### config.mk
export PLATFORM = sky130hd
export DESIGN_NAME = rubik_scrambler
export DESIGN_NICKNAME = d
export VERILOG_FILES = /design/src/rtl/rubik_scrambler.sv
export SDC_FILE = /design/constraint.sdc
export NUM_CORES = 1
export LEC_CHECK = 0
export ABC_AREA = 0
export ABC_CLOCK_PERIOD_IN_PS = 6400
export CORE_UTILIZATION = 25
export DETAILED_ROUTE_END_ITERATION = 6
export PLACE_DENSITY = 0.4
export SLEW_MARGIN = 20
export SYNTH_ARGS = -nofsm -noshare
export SYNTH_HDL_FRONTEND = slang
export SYNTH_SLANG_ARGS = --single-unit
### constraint.sdc
create_clock -name clk_i -period 6.4 [get_ports clk_i]
set_input_delay 1.28 -clock clk_i [delete_from_list [all_inputs] [get_ports clk_i]]
set_output_delay 1.28 -clock clk_i [all_outputs]
set_load 0.05 [all_outputs]
### src/rtl/rubik_scrambler.sv
// Purpose : scramble generator for the rubik core; emits LFSR-derived moves, records
//           them on a stack, replays the inverse sequence and checks done_i afterwards.
// Latency : first move on cmd_o one cycle after start_i; result DONE_LAT+1 cycles after the last undo move.
// Backpressure: none; the core consumes one move per cycle, and start_i/undo_i are gated by state.
// Ports   : clk_i, rst_i (sync, active-low), start_i/len_i (scramble request),
//           undo_i (replay request), done_i (cube solved), cmd_o (move bus),
//           busy_o (emitting/checking), pass_o/fail_o (result after undo).
module rubik_scrambler #(
  parameter int          MAX_LEN  = 32,
  parameter int          LEN_W    = 6,
  parameter logic [15:0] SEED     = 16'hACE1,
  parameter int          DONE_LAT = 1        // must be >= 1
) (
  input  logic             clk_i,
  input  logic             rst_i,
  input  logic             start_i,
  input  logic [LEN_W-1:0] len_i,
  input  logic             undo_i,
  input  logic             done_i,
  output logic [3:0]       cmd_o,
  output logic             busy_o,
  output logic             pass_o,
  output logic             fail_o
);

  localparam int          CNT_W     = $clog2(MAX_LEN + 1);
  localparam int          IDX_W     = (MAX_LEN > 1) ? $clog2(MAX_LEN) : 1;
  localparam int          LAT_W     = (DONE_LAT > 1) ? $clog2(DONE_LAT) : 1;
  localparam logic [15:0] SEED_EFF  = (SEED == 16'h0000) ? 16'h0001 : SEED;
  localparam logic [15:0] LFSR_MASK = 16'hB400;

  typedef enum logic [2:0] {
    S_IDLE, S_SCRAMBLE, S_HOLD, S_UNDO, S_CHECK, S_RESULT
  } state_t;

  state_t           state, state_n;
  logic [15:0]      lfsr, lfsr_n, lfsr_step;
  logic [3:0]       stack [MAX_LEN];
  logic [CNT_W-1:0] sp, sp_n;          // number of stacked moves
  logic [CNT_W-1:0] rem, rem_n;        // scramble moves still to emit after the current one
  logic [LAT_W-1:0] lat_cnt, lat_cnt_n;
  logic [3:0]       cmd_n;
  logic             busy_n, pass_n, fail_n;
  logic             push;
  logic [IDX_W-1:0] push_idx;
  logic [CNT_W-1:0] len_clamp;
  logic [2:0]       face_raw, face_idx;
  logic [3:0]       cand, move, top;

  assign lfsr_step = lfsr[0] ? ({1'b0, lfsr[15:1]} ^ LFSR_MASK) : {1'b0, lfsr[15:1]};
  assign len_clamp = (int'(len_i) > MAX_LEN) ? CNT_W'(MAX_LEN) : CNT_W'(len_i);
  assign top       = stack[IDX_W'(sp - CNT_W'(1))];

  // Candidate move. cmd_o still holds the previous move while scrambling and is 0
  // everywhere else, so it doubles as the "previous move" for cancellation.
  always_comb begin
    face_raw = lfsr[2:0];
    face_idx = (face_raw >= 3'd6) ? (face_raw - 3'd6) : face_raw;
    cand     = {lfsr[3], face_idx + 3'd1};
    move     = (cand == (cmd_o ^ 4'h8)) ? cmd_o : cand;
  end

  always_comb begin
    state_n   = state;
    lfsr_n    = lfsr;
    sp_n      = sp;
    rem_n     = rem;
    lat_cnt_n = lat_cnt;
    cmd_n     = 4'h0;
    pass_n    = pass_o;
    fail_n    = fail_o;
    push      = 1'b0;
    push_idx  = IDX_W'(sp);
    case (state)
      S_IDLE, S_HOLD, S_RESULT: begin
        if (start_i) begin
          // A new scramble discards the old stack and result; LFSR keeps running.
          pass_n = 1'b0;
          fail_n = 1'b0;
          sp_n   = '0;
          if (len_clamp == '0) begin
            state_n = S_HOLD;
          end else begin
            state_n  = S_SCRAMBLE;
            cmd_n    = move;
            push     = 1'b1;
            push_idx = '0;
            sp_n     = CNT_W'(1);
            rem_n    = len_clamp - CNT_W'(1);
            lfsr_n   = lfsr_step;
          end
        end else if (state == S_HOLD && undo_i) begin
          if (sp == '0) begin
            state_n   = S_CHECK;
            lat_cnt_n = LAT_W'(DONE_LAT - 1);
          end else begin
            state_n = S_UNDO;
            cmd_n   = top ^ 4'h8;
            sp_n    = sp - CNT_W'(1);
          end
        end
      end
      S_SCRAMBLE: begin
        if (rem != '0) begin
          cmd_n  = move;
          push   = 1'b1;
          sp_n   = sp + CNT_W'(1);
          rem_n  = rem - CNT_W'(1);
          lfsr_n = lfsr_step;
        end else begin
          state_n = S_HOLD;
        end
      end
      S_UNDO: begin
        if (sp != '0) begin
          cmd_n = top ^ 4'h8;
          sp_n  = sp - CNT_W'(1);
        end else begin
          state_n   = S_CHECK;
          lat_cnt_n = LAT_W'(DONE_LAT - 1);
        end
      end
      S_CHECK: begin
        if (lat_cnt == '0) begin
          state_n = S_RESULT;
          pass_n  = done_i;
          fail_n  = !done_i;
        end else begin
          lat_cnt_n = lat_cnt - LAT_W'(1);
        end
      end
      default: state_n = S_IDLE;
    endcase
    busy_n = (state_n == S_SCRAMBLE) || (state_n == S_UNDO) || (state_n == S_CHECK);
  end

  always_ff @(posedge clk_i) begin
    if (!rst_i) begin
      state   <= S_IDLE;
      lfsr    <= SEED_EFF;
      sp      <= '0;
      rem     <= '0;
      lat_cnt <= '0;
      cmd_o   <= 4'h0;
      busy_o  <= 1'b0;
      pass_o  <= 1'b0;
      fail_o  <= 1'b0;
    end else begin
      state   <= state_n;
      lfsr    <= lfsr_n;
      sp      <= sp_n;
      rem     <= rem_n;
      lat_cnt <= lat_cnt_n;
      cmd_o   <= cmd_n;
      busy_o  <= busy_n;
      pass_o  <= pass_n;
      fail_o  <= fail_n;
    end
  end

  // Stack storage carries no reset; the stack pointer alone defines valid contents.
  always_ff @(posedge clk_i) begin
    if (rst_i && push) stack[push_idx] <= cmd_n;
  end

endmodule

Word level (Yosys, flattened, before mapping)

Memories as Yosys holds them, arrays and structs flattened.
Index checks and enable logic that the tools add are counted.

Register bits after elaboration: 39
Bits in writable memories: 128
Input bits: 11
Output and inout port bits: 7
Word-level logic and storage cells: 115
Memories kept: 1

Memory list:

| name  | words | bits a word | read ports | clocked after memory_dff | wr ports | line | text |
|---|---|---|---|---|---|---|---|
| stack | 32    | 4           | 1          | 0                        | 1        | 38   | `logic [3:0] stack [MAX_LEN];` |

$add $sub $neg: 7
Magnitude comparators: 2
Equal/unequal tests: 20
Mux-type cells: 54
Bitwise gates (word level): 3
Reductions and logical operators: 19

Operators with widths:

| kind                                                               | count |
|---|---|
| 16-bit 2-to-1 mux                                                  | 4 |
| 6-bit 2-to-1 mux                                                   | 9 |
| 16-bit case mux with 2 select lines                                | 1 |
| 4-bit 2-to-1 mux                                                   | 7 |
| 3-bit 2-to-1 mux                                                   | 7 |
| 2-bit != test, second input constant                               | 9 |
| 6-bit case mux with 3 select lines                                 | 1 |
| 6-bit by 1-bit subtractor with 6-bit output, second input constant | 3 |
| 5-bit 2-to-1 mux                                                   | 3 |
| 1-bit 2-to-1 mux                                                   | 14 |
| 6-bit logical NOT                                                  | 2 |
| 3-bit case mux with 4 select lines                                 | 1 |
| 4-bit case mux with 3 select lines                                 | 1 |
| 6-bit case mux with 2 select lines                                 | 1 |
| 6-bit nonzero test                                                 | 2 |
| 5-bit AND reduction                                                | 2 |
| 3-bit by 2-bit == test with 1-bit output, second input constant    | 3 |
| 3-bit == test, second input constant                               | 3 |
| 6-bit by 1-bit adder with 6-bit output, second input constant      | 1 |
| 3-bit by 1-bit == test with 1-bit output, second input constant    | 2 |
| 6-bit > comparator, second input constant                          | 1 |
| 3-bit != test, second input constant                               | 2 |
| 1-bit case mux with 2 select lines                                 | 3 |
| 3-bit nonzero test                                                 | 2 |
| 17 further kinds                                                   | 21 |

Depth between registers and ports, before layout

Gate-level depths: netlist of the first run.

Depth in word-level cells: 9
Mapped depth: 14
Mapped depth without buffers: 8

Worst setup path before layout of the first run

OpenSTA, ideal clock, no wires.

Path kind: reg2reg
Start point: reg sp[0]
End point: mem stack[0][1] (data pin)
Library setup time: 368 ps
Arrival time: 3243 ps
Data required time: 6032 ps
Path slack: 2789 ps
Stages on the path, launching flop included: 14
Buffers on the path: 7
Period minus slack after synthesis: 3611 ps
Cell sequence: dfxtp_1 buf_6 buf_6 buf_6 buf_2 inv_1 ha_1 buf_2 buf_2 dlymetal6s2s_1 mux4_1 mux2_2 o21ai_0 o31ai_2

Word-level cells in the longest chain between the ends: 6
Elaborated cells on any way between the ends: 9
Those cells by class: add/sub (1); mux (5); reduce/logical (2); memory (1)

Ends and longest elaborated chain:

| what                                        | line | text |
|---|---|---|
| start: declaration                          | 39   | `logic [CNT_W-1:0] sp, sp_n;` |
| start signal: assignment                    | 151  | `sp <= sp_n;` |
| 6-bit by 1-bit subtractor with 6-bit output | n/a  |  |
| memory read 32 x 4 bit                      | n/a  |  |
| 4-bit 2-to-1 mux                            | 93   | `if (sp == '0) begin` |
| 4-bit 2-to-1 mux                            | 92   | `end else if (state == S_HOLD && undo_i) begin` |
| 4-bit 2-to-1 mux                            | 76   | `if (start_i) begin` |
| 4-bit case mux with 3 select lines (*)      | 74   | `case (state)` |
| net cmd_n[1]                                | 42   | `logic [3:0] cmd_n;` |
| end: declaration                            | 38   |  |

The timed path passes the listed nets; every way through them passes the cells marked *.

Worst setup path in the final report of the first run

Start point: reg sp[1]
End point: mem stack[7][3] (data pin)

Word-level cells in the longest chain between the ends: 7
Elaborated cells on any way between the ends: 10
Those cells by class: add/sub (1); mux (5); bitwise (1); reduce/logical (2); memory (1)

Ends and longest elaborated chain:

| what                                        | line |
|---|---|
| 6-bit by 1-bit subtractor with 6-bit output | n/a |
| memory read 32 x 4 bit                      | n/a |
| 1-bit inverter (no line)                    | n/a |
| 4-bit 2-to-1 mux                            | 93 |
| 4-bit 2-to-1 mux                            | 92 |
| 4-bit 2-to-1 mux                            | 76 |
| 4-bit case mux with 3 select lines (*)      | 74 |
| net cmd_n[3]                                | 42 |

Marked as above.

==> summary.md, run 1 <==
| Metric | Value |
|---|---|
| H-tree depth | `4` |
| Total I/O pin count | `18` |
| Slew margin rel. | `a little under a third` |
| Drt drc | `0` |
| Top cells by area, synth | `edfxtp_1 (51%), dfxtp_1 (10%), mux4_1 (5.6%)` |
| Gpl congestion | `about 0.77` |
| Final setup viols | `0` |
| Tightest Pin Transition | `1050 ps` |
| Drt initial violations | `312` |
| Initial antenna violation count | `0` |
| Most common cell after layout, fill and taps aside | `edfxtp_1` |
| Max Fclk | `between 200 and 250 MHz` |
| Minimum clock period | `4250 ps` |
| Final Power | `around 0.0032 W` |
| CTS Buf Count | `17` |
| P per Cell Area | `367 mW/mm^2` |
| Synthesized area | `0.00749 sq mm` |
| Total iterations of the first detailed-routing run | `4` |
| Yosys top cell by area | `edfxtp_1` |
| Crit. End Element | `flip-flop` |
| Die area | `about 0.031 sq mm` |
| Clock tree sinks | `166` |
| Post-CTS Resized | `0` |
| Pin count of the biggest net entering global routing | `45` |
| Overall Global Routing Usage | `12.3%` |
| Area growth, synth to finish | `15.4%` |
| Max-slew violations | `0` |
| Vias after detailed routing | `around 4.5k` |
| Required time worst endpoint | `between 6000 and 7000 ps` |
| CP Launch Type | `flip-flop` |
| Max cap viols | `0` |
| Post-route ant nets | `0` |
| Final Hold Viols | `0` |
| EDFF count, synth | `128` |
| Initial Util | `25.3%` |
| Worst-Skew Late Latency | `roughly 420 ps` |
| IO buf count | `17` |
| Via-to-Cell Ratio | `4.70` |
| Synth Instances | `537` |
| Final net count | `566` |
| Crit path max-delay cell type | `ha_1` |
| Post-synthesis async set-or-reset flop share | `0%` |
| Vias in the first global route | `4,513` |
| Worst hold path class | `flip-flop to flip-flop` |
| Die Wd | `175 um` |
| Worst IR Drop VDD | `a little over 0.0002 V` |
| Worst Path Max Fanout | `32` |
| Register bit total from synthesis | `166` |
| DP HPWL | `11.9 mm` |
| Setup CP Type | `flip-flop to flip-flop` |
| Synthesized net count | `about 550` |
| Status | `completed` |
| N_diodes | `0` |
| LEAKAGE | `between 2 and 3 nW` |
| CTS hold repair buffers | `0` |
| CP arrival | `4330 ps` |
| Post-CTS setup buffers | `0` |
| Most frequent cells in the layout | `edfxtp_1 (128), nor2_1 (58), nand2_1 (46)` |
| Layout cell share with drive strength beyond 1 | `14.9%` |
| CTS tree | `done` |
| Drt total wl | `between 15 and 20 mm` |
| Post-synth cell types | `64` |
| Crit-path cells | `inv_1 > ha_1 > buf_4 > mux4_2 > mux2_2 > nor3b_1 > nor4_1 > nor2b_1 > or2_1` |
| Die Height | `175 um` |
| Sequential area share after synthesis | `between 60 and 70%` |
| Cell Rows | `63` |
| Overflow after GRT | `0` |
| Yosys warns | `0` |
| First-pass GRT wire length | `27.7 mm` |
| Clock transition at path regs | `70 ps` |
| Skew final | `12.3 ps` |
| Mean post-synth cell area | `14.0 sq um` |
| Core ar. | `0.0296 sq mm` |
| Pre-CTS setup slack | `roughly 2100 ps` |
| Worst hold slack | `approximately 460 ps` |
| Final period utilization | `66.4%` |
| Setup TNS | `0 ps` |
| Avg WL per Cell | `around 19 um` |
| Synth top area share | `51.3%` |
| Post-synth top flop | `edfxtp_1` |
| CP max stage delay | `slightly above 1000 ps` |
| Min setup slack post-route | `2150 ps` |
| Maximum buffer depth of the clock tree | `2` |
| RSZ-0062 raised after global routing | `no` |
| Root Driver | `clkbuf_16` |
## area by class of cell
cell class | count | area, sq um
Tap cell | 390 | 488
Timing Repair Buffer | 28 | 253
Multi-Input combinational cell | 331 | 2700
Sequential cell | 166 | 4610
Clock buffer | 18 | 429
Fill cell | 2954 | 20900
Clock inverter | 14 | 141
Inverter | 7 | 26.3
## per-layer routing
metal  vias to the layer above  share of wire (%)  global-route usage [%]
met1                      2297                 47                    16.2
li1                       2098                  -                       -
met5                         -                  0                       0
met4                         0               0.98                    3.37
met3                        10                3.3                    3.02
met2                        80                 49                    20.0
## Yosys cell counts (all sizes together) (3+ instances only)
master / n
o211a: 6
a31oi: 3
inv: 7
dfxtp: 38
a21boi: 10
and2: 4
a211oi: 5
nor3b: 5
mux2i: 8
a22oi: 3
o31ai: 4
and3: 7
o22ai: 4
ha: 4
clkbuf: 16
mux2: 9
nand3: 16
xnor2: 6
xor2: 5
edfxtp: 128
a21oi: 13
nor3: 5
nor2: 58
buf: 16
o21a: 5
o221ai: 3
nand2: 47
nand2b: 5
o211ai: 3
o21ai: 20
nor2b: 12
mux4: 33
## stage by stage
stage / utilization [%] / cells / instance area (sq um)
after floorplan: - / 537 / 7490
after global placement: 27.3 / 922 / 8070
after detailed placement: 27.3 / 922 / 8070
after CTS: 29.2 / 954 / 8640
after global routing: 29.2 / 954 / 8640
final: 29.2 / 954 / 8640
## critical path: cells and delay by family, from the launching register on
kind / cells / cell delay (ps)
and+or+nand+nor: 4 / 1250
adders and majority gates: 1 / 1010
muxes: 2 / 580
DFF: 1 / 580
buffers and inverters: 2 / 460
## sequential cells by signal, summed over array words and instances, names as in the netlist
signal / count
lfsr: 16
fail_o: 1
state: 3
rem: 6
busy_o: 1
stack: 128
sp: 6
cmd_o: 4
pass_o: 1
## kinds of logic (layout without fill, tap and decap cells)
| logic type | count (synthesis) | count (layout) | synth area share (%) |
|---|---|---|---|
| buf+inv | 40 | 67 | 2.97 |
| flops | 166 | 166 | 61.5 |
| simple gates | 169 | 169 | 10.7 |
| xor+xnor | 12 | 12 | 1.59 |
| mux | 50 | 50 | 13.1 |
| compound gates | 96 | 96 | 9.52 |
| fa+ha+maj | 4 | 4 | 0.668 |
## power breakdown
part           leakage (nW)  switching (W)  total [W]  internal [W]
Sequential             1.48      0.0000633    0.00131       0.00125
Combinational          1.09       0.000511   0.000861      0.000350
Clock                 0.286       0.000452    0.00100      0.000548
Total                  2.85        0.00103    0.00317       0.00214
## final timing paths
kind | start | end | slack (ps) | cells after the start
max reg2reg | sp[1] | stack[7][3] | 2150 | 9
max | sp[1] | stack[7][3] | 2150 | 9
min | lfsr[10] | lfsr[9] | 460 | 2
min reg2reg | lfsr[10] | lfsr[9] | 460 | 2
(Power assumes the default switching activity.)
==> run 2: changes to the inputs <==
ABC_CLOCK_PERIOD_IN_PS = 3420   (was 6400)
PLACE_DENSITY = 0.41   (was 0.4)
clock period = 3.42 ns   (was 6.4 ns; I/O delays follow)
==> summary.md, run 2 (synthesis gave the netlist of run 1 again) <==
| Metric | Value |
|---|---|
| Via-to-Cell Ratio | `between 4 and 5` |
| Reg2Reg Depth | `10` |
| Max FFs per register | `128` |
| Crit path max-delay cell type | `ha_1` |
| Most frequent cells in the layout | `edfxtp_1 (128), nor2_1 (58), nand2_1 (46)` |
| Clock transition at path regs | `70 ps` |
| Crit. End Element | `flip-flop` |
| IO buf count | `17` |
| Die area | `roughly 0.031 sq mm` |
| Critical path depth in cells | `10` |
| Maximum buffer depth of the clock tree | `2` |
| Tightest Pin Transition | `786 ps` |
| Post-route ant nets | `0` |
| CP arrival | `between 3000 and 4000 ps` |
| Die Height | `roughly 180 um` |
| Worst hold path class | `flip-flop to flip-flop` |
| Total iterations of the first detailed-routing run | `5` |
| RSZ-0062 raised after global routing | `no` |
| First-pass GRT wire length | `27.8 mm` |
| Reg-to-reg slack, setup | `350 ps` |
| N_diodes | `0` |
| Minimum clock period | `3070 ps` |
| CP top delay family | `buffers and inverters` |
| R2R Path Start | `sp[0]` |
| P per Cell Area | `693 mW/mm^2` |
| Worst IR Drop VDD | `0.000449 V` |
| Crit-path cells | `inv_1 > ha_1 > buf_12 > mux4_1 > nor2b_1 > a2111oi_0 > nor4_1 > nor2b_1 > or2_1 > buf_4` |
| DP HPWL | `12.1 mm` |
| Post-CTS Resized | `0` |
| Final net count | `581` |
| Overall Global Routing Usage | `about an eighth` |
| Setup CP Type | `flip-flop to flip-flop` |
| Buf+Inv Stages, Crit Path | `3` |
| Most common cell after layout, fill and taps aside | `edfxtp_1` |
| Drt total wl | `17.8 mm` |
| Slew margin rel. | `47.3%` |
| Drt initial violations | `395` |
| Initial antenna violation count | `0` |
| Clock tree sinks | `166` |
| H-tree depth | `4` |
| Largest regs | `stack: 128 flops, lfsr: 16 flops` |
| Gpl congestion | `about 0.78` |
| LEAKAGE | `2.94 nW` |
| Worst Path Max Fanout | `32` |
| Required time worst endpoint | `3640 ps` |
| Final Power | `around 0.006 W` |
| CTS hold repair buffers | `0` |
| CP max stage delay | `510 ps` |
| Vias after detailed routing | `between 4k and 5k` |
| Avg WL per Cell | `between 15 and 20 um` |
| Worst setup path endpoint | `stack[7][3]` |
| CTS tree | `done` |
| Max Fclk | `~330 MHz` |
| Worst-Skew Late Latency | `approximately 430 ps` |
| Layout cell share with drive strength beyond 1 | `about 17%` |
| Most used cell, CP | `nor2b_1` |
| Initial Util | `between 20 and 30%` |
| Area growth, synth to finish | `17.6%` |
| Cell Rows | `63` |
| CTS Buf Count | `17` |
| Worst Setup SP | `sp[0]` |
| Vias in the first global route | `4,534` |
| Final period utilization | `between 80% and 90%` |
| Status | `completed` |
| Overflow after GRT | `0` |
| Reg2reg end | `stack[7][3]` |
| Core ar. | `0.0296 sq mm` |
| Final Hold Viols | `0` |
| Total I/O pin count | `18` |
| Max cap viols | `0` |
| Final setup viols | `0` |
| Setup TNS | `0 ps` |
| Top reg by flops | `stack` |
| Post-CTS setup buffers | `0` |
| Skew final | `10.7 ps` |
| Drt drc | `0` |
| Die Wd | `175 um` |
| Root Driver | `clkbuf_16` |
| Max-slew violations | `0` |
| CP Launch Type | `flip-flop` |
| Pin count of the biggest net entering global routing | `41` |
-- run 2: area by class of cell --
class                   count  area (sq um)
clock buffers              17           425
clock inverters            15           186
fillers                  2965         20700
inverters                   7          26.3
multi-input cells         331          2700
flip-flops and latches    166          4610
well taps                 390           488
repair buffers             43           378
-- run 2: worst min path at each step --
| stage | cells after the start | slack [ps] | start | endpoint |
|---|---|---|---|---|
| floorplan | 2 | 440 | lfsr[5] | lfsr[5] |
| global route | 1 | 480 | rem[5] | rem[5] |
| global placement | 2 | 450 | lfsr[12] | lfsr[11] |
| finish | 2 | 470 | lfsr[4] | lfsr[4] |
| CTS | 2 | 470 | lfsr[4] | lfsr[4] |
| detailed placement | 2 | 460 | lfsr[6] | lfsr[6] |
-- run 2: power by group --
| group | internal, W | switching [W] | total (W) |
|---|---|---|---|
| Combinational | 0.000706 | 0.000979 | 0.00169 |
| Sequential | 0.00233 | 0.0000988 | 0.00243 |
| Clock | 0.00111 | 0.000877 | 0.00199 |
-- run 2: metrics by stage --
step | instances | hold WS [ps] | instance area (sq um) | utilization [%] | setup slack, ps
after floorplan | 537 | 440 | 7520 | - | 83.1
after global placement | 937 | 451 | 8200 | 27.7 | 336
after detailed placement | 937 | 460 | 8200 | 27.7 | 351
after CTS | 969 | 471 | 8810 | 29.8 | 335
after global routing | 969 | 479 | 8810 | 29.8 | 55.2
final | 969 | 466 | 8810 | 29.8 | 347
-- run 2: worst min-delay path: cells and delay by family, from the launching register on --
| family | cells | cell delay (ps) |
|---|---|---|
| and+or+nand+nor | 1 | 50 |
| DFF | 1 | 310 |
| AOI/OAI and AO/OA | 1 | 60 |
-- run 2: routing by layer --
metal  global-route usage (%)  part of all wire (%)  wire length (um)
met5                        0                     0                 0
met4                     3.84                   1.4               244
met3                     2.61                   3.2               573
met2                     20.1                    48              8530
met1                     16.2                    47              8430
